`src/rtl/pipe_hazard_ctrl.sv`:
```
// Hazard/sequencing controller for the 5-stage pipeline: load-use stall, branch/jump redirect, memory-wait freeze with timeout.
// Optional performance counters are enabled with `define PIPE_HAZARD_PERF_EN.
//
// state    | meaning
// RUN      | normal issue; hazards resolved combinationally each cycle
// MEM_WAIT | data memory busy; pipe frozen, wait counter running
// ERR      | memory timed out; pipe frozen until reset
module pipe_hazard_ctrl #(
  parameter int MEM_TIMEOUT = 16,
  parameter int CNT_W       = 8
) (
  input  logic       clk,
  input  logic       reset,
  input  logic [4:0] Rs_D,
  input  logic [4:0] Rt_D,
  input  logic       UsesRs_D,
  input  logic       UsesRt_D,
  input  logic       MemRead_E,
  input  logic [4:0] Rt_E,
  input  logic       BranchTaken_E,
  input  logic [1:0] Jump_E,
  input  logic       MemReq_M,
  input  logic       MemReady_M,
  output logic       PCWrite,
  output logic       IF_ID_Write,
  output logic       IF_ID_Flush,
  output logic       ID_EX_Write,
  output logic       ID_EX_Flush,
  output logic       EX_MEM_Write,
  output logic       Redirect,
  output logic [1:0] State,
  output logic       MemTimeout
`ifdef PIPE_HAZARD_PERF_EN
  ,
  output logic [31:0] StallCount,
  output logic [31:0] FlushCount,
  output logic [31:0] WaitCount
`endif
);

  typedef enum logic [1:0] {
    RUN      = 2'd0,
    MEM_WAIT = 2'd1,
    ERR      = 2'd2
  } state_t;

  localparam logic [CNT_W-1:0] TIMEOUT_C = CNT_W'(MEM_TIMEOUT);
  localparam logic [CNT_W-1:0] CNT_MAX   = {CNT_W{1'b1}};

  state_t           state_q;
  logic [CNT_W-1:0] wait_cnt;
  logic             loaduse;
  logic             redir;
  logic             memwait;
  logic             frozen;

  assign loaduse = MemRead_E && (Rt_E != 5'd0) &&
                   ((UsesRs_D && (Rs_D == Rt_E)) || (UsesRt_D && (Rt_D == Rt_E)));
  assign redir   = BranchTaken_E || (Jump_E != 2'd0);
  assign memwait = MemReq_M && !MemReady_M;
  assign frozen  = (state_q == ERR) || memwait;
  assign State   = state_q;

  // Reset forces the run-time defaults so the pipe is released without a clock edge.
  always_comb begin
    PCWrite      = 1'b1;
    IF_ID_Write  = 1'b1;
    IF_ID_Flush  = 1'b0;
    ID_EX_Write  = 1'b1;
    ID_EX_Flush  = 1'b0;
    EX_MEM_Write = 1'b1;
    Redirect     = 1'b0;
    if (reset) begin
      if (frozen) begin
        PCWrite      = 1'b0;
        IF_ID_Write  = 1'b0;
        ID_EX_Write  = 1'b0;
        EX_MEM_Write = 1'b0;
      end else if (redir) begin
        Redirect    = 1'b1;
        IF_ID_Flush = 1'b1;
        ID_EX_Flush = 1'b1;
      end else if (loaduse) begin
        PCWrite     = 1'b0;
        IF_ID_Write = 1'b0;
        ID_EX_Flush = 1'b1;
      end
    end
  end

  always_ff @(posedge clk or negedge reset) begin
    if (!reset) begin
      state_q    <= RUN;
      wait_cnt   <= '0;
      MemTimeout <= 1'b0;
    end else begin
      case (state_q)
        RUN: begin
          if (memwait) begin
            state_q  <= MEM_WAIT;
            wait_cnt <= CNT_W'(1);
          end
        end
        MEM_WAIT: begin
          // A dropped request counts as completion.
          if (!memwait) begin
            state_q  <= RUN;
            wait_cnt <= '0;
          end else if (wait_cnt >= TIMEOUT_C) begin
            state_q    <= ERR;
            MemTimeout <= 1'b1;
          end else if (wait_cnt != CNT_MAX) begin
            wait_cnt <= wait_cnt + CNT_W'(1);
          end
        end
        ERR:     state_q <= ERR;
        default: state_q <= RUN;
      endcase
    end
  end

`ifdef PIPE_HAZARD_PERF_EN
  always_ff @(posedge clk or negedge reset) begin
    if (!reset) begin
      StallCount <= '0;
      FlushCount <= '0;
      WaitCount  <= '0;
    end else if (state_q != ERR) begin
      if (memwait)      WaitCount  <= WaitCount + 32'd1;
      else if (redir)   FlushCount <= FlushCount + 32'd1;
      else if (loaduse) StallCount <= StallCount + 32'd1;
    end
  end
`endif

endmodule

```
`config.mk`:
```
export PLATFORM = sky130hd
export DESIGN_NAME = pipe_hazard_ctrl
export DESIGN_NICKNAME = d
export VERILOG_FILES = /design/src/rtl/pipe_hazard_ctrl.sv
export SDC_FILE = /design/constraint.sdc
export NUM_CORES = 1
export LEC_CHECK = 0
export ABC_AREA = 1
export BUFFER_PORTS_ARGS = -buffer_cell sky130_fd_sc_hd__buf_2
export CAP_MARGIN = 15
export CORE_AREA = 3 3 49 69
export DETAILED_ROUTE_END_ITERATION = 8
export DIE_AREA = 0 0 52 72
export HOLD_SLACK_MARGIN = 0.05
export PLACE_DENSITY = 0.53
export SYNTH_ARGS = -nofsm -noshare
export SYNTH_HDL_FRONTEND = slang
export SYNTH_SLANG_ARGS = --single-unit
```
`constraint.sdc`:
```
create_clock -name clk -period 3.4 [get_ports clk]
set_input_delay 0.17 -clock clk [delete_from_list [all_inputs] [get_ports clk]]
set_output_delay 0.17 -clock clk [all_outputs]
set_load 0.03 [all_outputs]
```
# Word level (Yosys, flattened, before mapping)
# Cells that the tools add are included.
# totals
register_bits	11
# classes
add_sub_neg	1
magnitude_cmp	1
eq_ne	9
n_mux	22
reduce_logical	16
# op_table
operator	count
$mux W8	4
$pmux W8 S2	1
$mux W1	13
$eq A5 B5 Y1	2
$ne A3 B3 Y1 const B	3
$add A8 B1 Y8 const B	1
$ge A8 B5 Y1 const B	1
$ne A8 B8 Y1 const B	1
$mux W2	3
$pmux W2 S3	1
$logic_and A1 B1 Y1	5
$reduce_bool A5 Y1	1
$reduce_and A4 Y1	1
$reduce_bool A2 Y1	2
$logic_or A1 B1 Y1	3
$reduce_and A3 Y1	1
$eq A2 B1 Y1 const B	1
$eq A2 B2 Y1 const B	1
$logic_not A2 Y1	1
$ne A2 B2 Y1 const B	1
$reduce_and A2 Y1	1
$logic_not A1 Y1	1

# Depth between registers and ports, before layout
# logic_depth
word_depth	8
ltp_mapped	10
mapped_depth_nobuf	9

# Worst setup path before layout
# Ideal clock, no wire load.
# synth_path
kind	reg-to-output
startpoint	register state_q[1], in the netlist State[1]
endpoint	output PCWrite
arrival_time_ns	1.679
required_ns	3.230
path_slack_ns	1.551
path_stages_with_launch	8
path_buffers	1
cell_sequence	dfrtp_1 inv_1 or2_2 nand2_1 nand2_1 nand2_1 inv_1 buf_4
# synth_via
elab_chain_cells	4
# synth_rtl
item	line	text
start: declaration	50	state_t state_q;
start signal: assignment	93	state_q <= RUN;
start signal: assignment	100	state_q <= MEM_WAIT;
start signal: assignment	107	state_q <= RUN;
$eq A2 B2 Y1	61	assign frozen = (state_q == ERR) || memwait;
$logic_or A1 B1 Y1	61	
$mux W1 (2 in a row)	--	
end: declaration	24	output logic PCWrite,
# Every way passes these cells.

# Worst setup path after layout
# layout_path
startpoint	input reset
endpoint	output ID_EX_Flush
# layout_via
elab_chain_cells	1
# layout_rtl
item	line	text
start: declaration	13	input logic reset,
$mux W1	73	if (reset) begin
end: declaration	28	output logic ID_EX_Flush,
# Every way passes these cells.

==> impl_metrics.csv <==
group,metric,value,unit
run_status,outcome,"finished clean",
placed_design,place_inst,203,
routing,via_per_inst,4.25,
power,p_switching,0.0943,mW
logic_synthesis,async_flop_share,1.00,
timing,setup_viol,0,
power,cellPowerDensity,312,nW/µm²
routing,drtIter0Drc,14,
layout,diodes,0,
clocking,post-cts-setup-buffer-count,0,
timing,rsz0062_at_grt,"false",
power,power_frac_clock,0.376,
routing,ant_nets,0,
layout,nets,199,
timing,timing.hold.ws,0.265,ns
critical_path,cp-end-kind,"primary output",
global_routing,antenna_found_initial,0,
logic_synthesis,syn_nets,163,
routing,routed_wl,1970,µm
timing,max_freq,551,MHz
critical_path,rrSetupSlack,2.07,ns
timing,finalCritPeriodShare,0.534,
placed_design,port_buffers,34,
clocking,cts_buffers,3,
timing,hold_violations,0,
global_routing,grt_pass1_wl,3240,µm
critical_path,rr_endpoint,"wait_cnt[3]",
timing,maxSlewHeadroom,0.630,
timing,tns,0,ns
clocking,cts.sinks,11,
logic_synthesis,yosysWarnings,0,
global_routing,grt_max_degree,14,
layout,drive_gt1_frac,0.257,
routing,routedWlPerCell,9.46,µm
clocking,hold_buffers,1,
floorplan,dieHeight,72,µm
logic_synthesis,syn_inst,136,
floorplan,dieWidth,52,µm
layout,instances_no_fill,208,
logic_synthesis,synth_seq_area_share,0.326,
logic_synthesis,synth_flop_cell,"dfrtp_1",
critical_path,cp.arrival,1.64,ns
critical_path,required,3.23,ns
power,ir_drop,238,µV
critical_path,endpoint,"ID_EX_Flush",
critical_path,path_max_fanout,13,
layout,final_common_cell,"nand2_1",
clocking,clock_latency,0.23,ns
logic_synthesis,syn_area,843,µm²
global_routing,grt.overflow.total,0,
floorplan,rows,23,
routing,vias,884,
timing,clock_skew,0.000386,ns
clocking,path_clk_slew,0.05,ns
global_routing,grt_util_all_layers,0.108,
layout,mostFrequentLayoutCells,"nand2_1 (46), buf_2 (34), inv_1 (28)",
routing,drc,0,
floorplan,die-area,3740,µm²
power,p_seq_frac,0.406,
global_routing,grt_pass1_vias,776,
floorplan,start_util,0.296,
clocking,htree_levels,1,
power,totalPowerFinal,0.337,mW
floorplan,io_pins,35,
placed_design,post_dp_cell_area,1030,µm²
power,internal-power,0.243,mW
critical_path,crit_type,"in -> out",
timing,worstMarginPinSlew,0.553,ns
timing,period_needed,1.81,ns
layout,design_area,1080,µm²
logic_synthesis,synth.avg_cell_area,6.20,µm²
min_path,hold_path.class,"in -> reg",
clocking,cts.repair.resized,0,
clocking,cts.path.max_buffers,2,
logic_synthesis,synth-edff-count,0,
power,switching_share,0.280,
clocking,cts_root_buffer,"clkbuf_8",
logic_synthesis,synth_top_area_frac,0.326,
placed_design,gp_congestion,0.726,
critical_path,crit_start,"reset",
clocking,cts_tree,"built",
power,p_comb_frac,0.218,
placed_design,hpwl,1590,µm
run,maxCapViolCount,0,
critical_path,worstReg2RegStart,"State[1]",
floorplan,fp.coreArea,2850,µm²
power,total_leakage_power,0.680,nW
logic_synthesis,yosys-top-cells-area,"dfrtp_1 (33%), nand2_1 (20%), inv_1 (12%)",
timing,drv_slew,0,
critical_path,start_kind,"input pin",
logic_synthesis,synth.distinct_cells,22,
layout,synthToLayoutAreaGrowth,28.2,%
critical_path,r2r_cells,6,
logic_synthesis,synth_top_cell_by_area,"dfrtp_1",
routing,dr.pass1.iters,4,
logic_synthesis,ys_ff_latch,11,
-- critical path, cell delays in order --
cell,delay [ns]
dlygate4sd3_1,0.52
buf_2,0.28
inv_1,0.10
nor2_1,0.17
inv_1,0.07
o21ai_0,0.13
buf_2,0.21
-- cell usage after synthesis, types with 2 or more instances --
library cell and n:
inv_1 28, o21ai_1 2, nand4_1 2, inv_2 2
buf_4 3, nand3_1 8, nand2_1 46, o21ai_0 4
ha_1 2, nor2_1 17, dfrtp_1 11
-- how the worst min path moves through the flow --
stage             start          to  depth (start not counted)
6_report       MemReq_M    State[0]                          3
5_1_grt        MemReq_M    State[0]                          3
4_1_cts        MemReq_M    State[0]                          3
3_5_place_dp      reset    State[1]                          1
3_3_place_gp      reset  MemTimeout                          1
2_1_floorplan     reset  MemTimeout                          0
-- registers in the layout (all words and copies together), names as in the netlist --
| signal | flops |
|---|---|
| MemTimeout | 1 |
| wait_cnt | 8 |
| State | 2 |
-- routing by layer --
layer,global-route usage,vias up,share of wire,wire length [µm]
li1,-,475,-,-
met1,0.134,381,0.43,849
met2,0.185,26,0.49,964
met3,0.0226,2,0.073,143
met4,0.0350,0,0.0046,9
met5,0,-,0,0
-- layout make-up --
| type | count | area (µm²) |
|---|---|---|
| Clock buffer | 4 | 45.0 |
| Fill cell | 314 | 1770 |
| Inverter | 30 | 113 |
| Multi-Input combinational cell | 91 | 422 |
| Sequential cell | 11 | 275 |
| Tap cell | 37 | 46.3 |
| Timing Repair Buffer | 35 | 180 |
-- power groups by stage --
stage	combinational (mW)	sequential [mW]	clock, mW
2_1_floorplan	0.0463	0.140	0
3_3_place_gp	0.0718	0.139	0
3_5_place_dp	0.0730	0.139	0
4_1_cts	0.0743	0.137	0.131
5_1_grt	0.0835	0.137	0.136
6_report	0.0733	0.137	0.127
-- through the flow --
step                      utilization  setup WS, ns
after floorplan                     -          1.55
after global placement          0.360          2.08
after detailed placement        0.360          2.02
after CTS                       0.379          1.55
after global routing            0.379          1.44
final                           0.379          1.59
-- logic make-up (layout without fill, tap and decap cells) --
group | count (synthesis) | after routing | synth area share
compound gates | 11 | 11 | 0.0846
fa+ha+maj | 2 | 2 | 0.0297
buf+inv | 34 | 69 | 0.174
flops | 11 | 11 | 0.326
simple gates | 78 | 78 | 0.386
(Power assumes the default switching activity.)
